**src/rtl/key_irq_ctrl_pkg.sv**
```systemverilog
// key_irq_ctrl_pkg
//   Shared constants for the user-key interrupt controller: the bus window,
//   register word selects and the EDGE field encoding.
//   No ports; imported by key_irq_ctrl and key_debounce.
package key_irq_ctrl_pkg;

  localparam logic [31:0] KEYIRQ_BEGIN = 32'h0000_7F60;
  localparam logic [31:0] KEYIRQ_END   = 32'h0000_7F6F;

  // Byte offsets inside the window
  localparam logic [3:0] OFS_STATUS  = 4'h0;
  localparam logic [3:0] OFS_PENDING = 4'h4;
  localparam logic [3:0] OFS_MASK    = 4'h8;
  localparam logic [3:0] OFS_CTRL    = 4'hC;

  typedef enum logic [1:0] {
    REG_STATUS  = 2'd0,
    REG_PENDING = 2'd1,
    REG_MASK    = 2'd2,
    REG_CTRL    = 2'd3
  } reg_sel_e;

  typedef enum logic [1:0] {
    EDGE_NONE    = 2'b00,
    EDGE_PRESS   = 2'b01,
    EDGE_RELEASE = 2'b10,
    EDGE_BOTH    = 2'b11
  } edge_sel_e;

  function automatic logic in_window(input logic [31:0] addr);
    return (addr >= KEYIRQ_BEGIN) && (addr <= KEYIRQ_END);
  endfunction

endpackage

```
**src/rtl/key_debounce.sv**
```systemverilog
// key_debounce
//   Synchronizes one raw active-low key and accepts a level change only after
//   DB_CNT consecutive cycles of the new synchronized level.
//   clk      : system clock
//   reset    : async active-low reset
//   key_raw  : raw key, active-low, asynchronous to clk
//   stable   : debounced level, 1 = pressed
module key_debounce
  import key_irq_ctrl_pkg::*;
#(
  parameter int DB_CNT = 250000,
  parameter int CNT_W  = $clog2(DB_CNT)
) (
  input  logic clk,
  input  logic reset,
  input  logic key_raw,
  output logic stable
);

  logic             sync_q1;
  logic             sync_q2;
  logic [CNT_W-1:0] cnt;

  always_ff @(posedge clk or negedge reset) begin
    if (!reset) begin
      sync_q1 <= 1'b0;
      sync_q2 <= 1'b0;
      cnt     <= '0;
      stable  <= 1'b0;
    end else begin
      // Inversion ahead of the synchronizer so everything downstream is 1 = pressed
      sync_q1 <= ~key_raw;
      sync_q2 <= sync_q1;
      if (sync_q2 == stable) begin
        cnt <= '0;
      end else if (cnt == CNT_W'(DB_CNT - 1)) begin
        stable <= sync_q2;
        cnt    <= '0;
      end else begin
        cnt <= cnt + CNT_W'(1);
      end
    end
  end

endmodule

```
**src/rtl/key_irq_ctrl.sv**
```systemverilog
// key_irq_ctrl
//   Debounced edge-interrupt controller for the eight user keys.
//   clk      : system clock
//   reset    : async active-low reset
//   Address  : byte address from the bus bridge (window decoded here)
//   WD       : write data
//   WE       : byte write enables (only lane 0 carries register bits)
//   user_key : raw keys, active-low, asynchronous
//   RD       : combinational read data, 0 outside the window
//   irq      : registered level interrupt request, active-high
module key_irq_ctrl
  import key_irq_ctrl_pkg::*;
#(
  parameter int DB_CNT = 250000,
  parameter int CNT_W  = $clog2(DB_CNT)
) (
  input  logic        clk,
  input  logic        reset,
  input  logic [31:0] Address,
  input  logic [31:0] WD,
  input  logic [3:0]  WE,
  input  logic [7:0]  user_key,
  output logic [31:0] RD,
  output logic        irq
);

  logic [7:0] stable;
  logic [7:0] stable_d;
  logic [7:0] pending;
  logic [7:0] mask;
  logic       ctrl_en;
  logic [1:0] ctrl_edge;

  logic       hit;
  reg_sel_e   sel;
  logic       wr_lane0;
  logic [7:0] press;
  logic [7:0] release_ev;
  logic [7:0] events;
  logic [7:0] w1c;
  logic       unused_bits;

  for (genvar i = 0; i < 8; i++) begin : g_key
    key_debounce #(
      .DB_CNT (DB_CNT),
      .CNT_W  (CNT_W)
    ) u_debounce (
      .clk     (clk),
      .reset   (reset),
      .key_raw (user_key[i]),
      .stable  (stable[i])
    );
  end

  assign hit         = in_window(Address);
  assign sel         = reg_sel_e'(Address[3:2]);
  assign wr_lane0    = hit & WE[0];
  assign unused_bits = ^{WD[31:8], WE[3:1]};

  assign press      = stable & ~stable_d;
  assign release_ev = ~stable & stable_d;
  assign events     = (ctrl_edge[0] ? press      : 8'h00) |
                      (ctrl_edge[1] ? release_ev : 8'h00);

  assign w1c = (wr_lane0 && sel == REG_PENDING) ? WD[7:0] : 8'h00;

  always_ff @(posedge clk or negedge reset) begin
    if (!reset) begin
      stable_d  <= '0;
      pending   <= '0;
      mask      <= '0;
      ctrl_en   <= 1'b0;
      ctrl_edge <= EDGE_NONE;
      irq       <= 1'b0;
    end else begin
      stable_d <= stable;
      // OR-ing events after the clear makes a concurrent event win over W1C
      pending  <= (pending & ~w1c) | events;
      if (wr_lane0 && sel == REG_MASK) begin
        mask <= WD[7:0];
      end
      if (wr_lane0 && sel == REG_CTRL) begin
        ctrl_en   <= WD[0];
        ctrl_edge <= WD[2:1];
      end
      irq <= ctrl_en & (|(pending & mask));
    end
  end

  always_comb begin
    RD = 32'h0;
    if (hit) begin
      case (sel)
        REG_STATUS:  RD = {24'h0, stable};
        REG_PENDING: RD = {24'h0, pending};
        REG_MASK:    RD = {24'h0, mask};
        REG_CTRL:    RD = {29'h0, ctrl_edge, ctrl_en};
        default:     RD = 32'h0;
      endcase
    end
  end

endmodule

```
**config.mk**
```make
export PLATFORM = sky130hd
export DESIGN_NAME = key_irq_ctrl
export DESIGN_NICKNAME = d
export VERILOG_FILES = /design/src/rtl/key_irq_ctrl_pkg.sv /design/src/rtl/key_debounce.sv /design/src/rtl/key_irq_ctrl.sv
export SDC_FILE = /design/constraint.sdc
export NUM_CORES = 1
export LEC_CHECK = 0
export BUFFER_PORTS_ARGS = -buffer_cell sky130_fd_sc_hd__buf_2
export CORE_AREA = 5 5 134 136
export CTS_CLUSTER_SIZE = 20
export DETAILED_ROUTE_END_ITERATION = 7
export DIE_AREA = 0 0 139 141
export PLACE_DENSITY_LB_ADDON = 0.15
export SYNTH_ARGS = -nofsm -noshare
export SYNTH_HDL_FRONTEND = slang
export SYNTH_SLANG_ARGS = --single-unit
```
**constraint.sdc**
```tcl
create_clock -name clk -period 2.52 [get_ports clk]
set_clock_uncertainty 0.15 [all_clocks]
set_input_delay 0.126 -clock clk [delete_from_list [all_inputs] [get_ports clk]]
set_output_delay 0.126 -clock clk [all_outputs]
set_load 0.01 [all_outputs]
```
Word-level counts from Yosys, hierarchy flattened
Index checks and enable logic that the tools add are counted.

operators by class
  add/sub/neg operators = 8
  order comparisons = 2
  eq/ne operators = 19
  mux-type cells = 21
  bitwise operators = 27
  reductions and logical operators = 14

operators with widths
  cell                                                    number
  two-way mux 18 bit                                      16
  adder 18 x 1 -> 18 bit (second input constant)          8
  == test 18 bit (second input constant)                  8
  one-hot mux 32 bit (4 select lines)                     1
  AND 8 bit                                               4
  >= comparator 32 x 15 -> 1 bit (second input constant)  1
  <= comparator 32 x 15 -> 1 bit (second input constant)  1
  two-way mux 32 bit                                      1
  two-way mux 8 bit                                       3
  inverter 8 bit                                          3
  inverter 1 bit                                          16
  OR 8 bit                                                2
  AND reduction 2 bit                                     8
  == test 1 bit                                           8
  OR reduction 8 bit                                      1
  == test 2 bit (second input constant)                   2
  logical AND 1 bit                                       4
  AND 1 bit                                               2
  == test 2 x 1 -> 1 bit (second input constant)          1
  zero test 2 bit                                         1

word-level totals
  bits in registers = 196
  word-level logic and storage cells = 129

Logic depth before layout (Yosys ltp)
  depth in word-level cells = 8
  depth in mapped cells = 6
  mapped depth without buffers = 5

Cells and area by module
From an unflattened synthesis, not the netlist that was laid out.

second synthesis, totals
  cell total of the unflattened synthesis = 972
  area, all modules = 9948.3 sq um

modules (own cells, without submodules)
  module        instances  cells each  area each (sq um)  seq. area each (sq um)
  key_debounce  8          100         1033.5             525.5
  key_irq_ctrl  1          172         1680.4             700.7

Worst setup path after synthesis
OpenSTA, ideal clock, no wires.

  path type = register -> register
  start point = reg g_key[7].u_debounce.cnt[5]
  end point = reg g_key[7].u_debounce.stable
  library setup time = 0.125 ns
  arrival time = 1.880 ns
  required time = 2.245 ns
  slack = 0.366 ns
  stages on the path, launching flop included = 5
  clock period less this slack = 2.154 ns
  cell sequence = dfrtp_1 or4b_1 or4_4 nor2_1 mux2_2

between the ends
  word-level cells in the longest chain between the ends = 2

RTL lines
  element                        line                source
  start, declared                key_debounce.sv:22  logic [CNT_W-1:0] cnt;
  start signal, assigned         key_debounce.sv:40  cnt <= cnt + CNT_W'(1);
  == test 18 bit                 key_debounce.sv:36  end else if (cnt == CNT_W'(DB_CNT - 1)) begin
  AND reduction 2 bit (no line)  n/a
  end signal, assigned           key_debounce.sv:37  stable <= sync_q2;
  end, declared                  key_debounce.sv:17  output logic stable

No other way between the ends.
A chain may end at the register's enable or synchronous reset.

Worst setup path in the final report
Same ends and word-level chain as after synthesis.

==> flow_summary_export.csv <==
group,metric,value,unit
yosys,synth.area.mux_share,3.57,%
run_status,status,"complete, no violations",
yosys,synth_area_leaders,"dfrtp_1 51%, xnor2_1 9.0%, nor2_1 6.4%, nor4_1 3.6%, nand3_1 2.8%",
detailed_routing,final_antenna_net_count,0,
critical_path,arrival,2420,ps
yosys,synth-compound-area-share,6.10,%
detailed_routing,num_vias,7048,
cts,cts_max_level,4,
power,powerDensity,571,mW/mm^2
detailed_routing,drt-pass1-iter-count,5,
yosys,syn_inst,941,
cts,cts_inserted_buffers,17,
placed_design,gp_congestion,0.818,
yosys,yosysWarnings,0,
detailed_routing,drt-initial-drc-count,351,
die,start_util,56.9,%
cts,root_buffer,"clkbuf_16",
detailed_routing,drc,0,
yosys,synth_seq_cells,196,
cts,cts_tree,"built",
critical_path,crit_fanout,5,
critical_path,path_cells,"or4b_1, or4_4, nor2_1, mux2_2",
global_route,gr-total-overflow,0,
min_path,hold_path_end,"ctrl_edge[1]",
die,die_x,139,um
yosys,synth_ff_type,"dfrtp_1",
yosys,yosys.area_share.adder,1.05,%
power,peakVddDrop,0.000512,V
detailed_routing,wire_per_inst,14.4,um
placed_design,place_ws,294,ps
critical_path,slowest_stage,"or4b_1",
yosys,synth_edf_count,0,
die,die_area,0.0196,sq mm
cts,clk_pin_slew_worst_paths,70,ps
min_path,min_path_type,"in2reg",
finish,seq_area,0.00490,sq mm
critical_path,cp.required,2680,ps
sta,period_share,89.6,%
critical_path,cpPeakStageDelay,540,ps
global_route,antenna_found_initial,0,
yosys,yosys.area_share.simple,22.9,%
finish,drive_above_1_share,14.4,%
placed_design,dpl.hpwl,12600,um
detailed_routing,vias_per_cell,5.48,
critical_path,r2r-end,"g_key[7].u_debounce.stable",
critical_path,crit_path_start_kind,"register",
yosys,synthXorXnorAreaFrac,10.9,%
sta,finalSetupTns,0,ps
finish,fillCellCount,1385,
critical_path,cp_num_buf_inv,0,
sta,rsz0062_at_grt,"no",
critical_path,rrSetupSlack,260,ps
sta,fin_crit,2260,ps
min_path,hp-start,"WE[0]",
cts,clk_latency,420,ps
run,maxCapViolCount,0,
die,design.core.area,0.0168,sq mm
die,io_pins,111,
global_route,grt_pass1_vias,6633,
yosys,async_reset_ff_share,100,%
sta,maxSlewViolCount,0,
sta,setup_viol,0,
finish,area_growth,14.8,%
global_route,grt_pass1_wl,31900,um
yosys,synth_top_area_share,51.2,%
min_path,hold_depth,4,
power,leakagePower,4.56,nW
finish,diodes,0,
die,rows,48,
sta,max_slew_margin,61.7,%
cts,clock_path_buffers,2,
detailed_routing,wl,18600,um
placed_design,port-buffer-count,57,
global_route,grt_start_max_net_pins,69,
die,die_height,141,um
sta,hold_viol,0,
critical_path,cp-end-kind,"register",
global_route,grtUsageTotal,19.4,%
critical_path,path_delay_family,"simple AND/OR/NAND/NOR gates",
finish,fin_nets,1134,
yosys,yosysSeqAreaShare,51.2,%
sta,max_freq,443,MHz
yosys,yosysTopAreaCell,"dfrtp_1",
yosys,synth.avg_cell_area,10.2,sq um
sta,setup_slack,263,ps
yosys,synth_top_family_by_area,"simple AND/OR/NAND/NOR gates",
finish,multi_input_area,0.00435,sq mm
critical_path,worstReg2RegStart,"g_key[7].u_debounce.cnt[5]",
yosys,syn_area,0.00958,sq mm
critical_path,path_class,"reg2reg",
cts,cts_sinks,196,
yosys,yosysUniqueCellTypes,51,
sta,tightest_slew,570,ps
critical_path,reg2reg_depth,4,
## worst max-delay path by stage
stage | start | to | slack, ps | depth (start not counted)
floorplan | g_key[7].u_debounce.cnt[5] | g_key[7].u_debounce.stable | 370 | 4
detailed placement | g_key[7].u_debounce.cnt[5] | g_key[7].u_debounce.stable | 290 | 4
CTS | g_key[7].u_debounce.cnt[5] | g_key[7].u_debounce.stable | 260 | 4
finish | g_key[7].u_debounce.cnt[5] | g_key[7].u_debounce.stable | 260 | 4
global route | g_key[7].u_debounce.cnt[5] | g_key[7].u_debounce.stable | 200 | 4
global placement | g_key[7].u_debounce.cnt[5] | g_key[7].u_debounce.stable | 310 | 4
## tightest hold or removal path, cell delays in order
cell    delay (ps)
buf_2          100
inv_1          100
or4_4          160
mux2_2         140
## repair_timing
item | 4_1_cts | 5_1_grt
hold endpoints to repair | 92 | 0
setup buffers | 0 | 0
setup endpoints to repair | 0 | 0
resized for setup | 0 | 0
hold buffers | 17 | 0
## power by group
| group | switching (W) | total, W | internal, W |
|---|---|---|---|
| registers | 0.0000380 | 0.00323 | 0.00319 |
| clock network | 0.00117 | 0.00276 | 0.00159 |
| logic | 0.000178 | 0.000292 | 0.000114 |
| total | 0.00139 | 0.00628 | 0.00489 |
## per-layer routing
layer  up-vias  part of all wire, %  track usage [%]
met5         -                    0                0
met4         0                 0.69             3.45
li1       3496                    -                -
met3        13                  4.2             4.17
met1      3413                   47             28.3
met2       126                   48             30.8
## through the flow
| step | hold slack [ps] | utilization, % | instances | total power, W | instance area [sq um] |
|---|---|---|---|---|---|
| 3_5_place_dp | 21.3 | 60.8 | 1237 | 0.00356 | 10200 |
| 5_1_grt | 99.8 | 65.4 | 1286 | 0.00654 | 11000 |
| 3_3_place_gp | 20.4 | 60.8 | 1237 | 0.00356 | 10200 |
| 6_report | 86.8 | 65.4 | 1286 | 0.00628 | 11000 |
| 2_1_floorplan | -320 | - | 964 | 0.00344 | 9660 |
| 4_1_cts | 74.7 | 65.4 | 1286 | 0.00636 | 11000 |
## synth_stat cells, types with 8 or more instances
library cell and count:
a21oi_1 21, buf_4 25, dfrtp_1 196, ha_1 8, inv_1 44, mux2_2 19
nand2_1 45, nand3_1 54, nand4_1 35, nor2_1 163, nor3_1 27, nor4_1 55
o21ai_0 10, o22a_1 8, or3_1 10, or4_1 11, xnor2_1 98, xor2_1 21
## flip-flops by register name (all words and copies together), names as in the netlist
register,flops
irq,1
stable_d,8
g_key.u_debounce.sync_q2,8
g_key.u_debounce.sync_q1,8
pending,8
g_key.u_debounce.cnt,144
ctrl_en,1
ctrl_edge,2
g_key.u_debounce.stable,8
mask,8
## area by class of cell
cell class	count	share of cell area [%]
Clock buffer	20	4.06
Clock inverter	12	1.42
Inverter	44	1.50
Multi-Input combinational cell	688	39.5
Sequential cell	196	44.6
Tap cell	225	2.56
Timing Repair Buffer	101	6.29
## logic make-up after synthesis
logic type,Yosys count
and+or+nand+nor,435
DFF,196
xor gates and xnor gates,119
buffers and inverters,80
AOI/OAI and AO/OA,74
muxes,28
adders and majority gates,8
other,1
## placed cells by master, fill, tap and decap left out, types with 4 or more instances in the layout
cell type / synthesis / layout
dfrtp_1: 196 / 196
nor2_1: 163 / 163
xnor2_1: 98 / 98
buf_2: 2 / 56
nor4_1: 55 / 55
nand3_1: 54 / 54
nand2_1: 45 / 45
inv_1: 44 / 44
nand4_1: 35 / 35
nor3_1: 27 / 27
buf_4: 25 / 25
conb_1: 1 / 24
xor2_1: 21 / 21
a21oi_1: 21 / 21
mux2_2: 19 / 19
clkbuf_16: 0 / 17
dlygate4sd3_1: 0 / 17
or4_1: 11 / 11
or3_1: 10 / 10
o21ai_0: 10 / 10
o22a_1: 8 / 8
ha_1: 8 / 8
nor2b_1: 7 / 7
o22ai_1: 7 / 7
o221ai_1: 7 / 7
mux2i_1: 6 / 6
nor4b_1: 5 / 5
and3_1: 5 / 5
o31ai_1: 5 / 5
a22oi_1: 4 / 4
clkinvlp_4: 0 / 4
(Power assumes the default switching activity.)
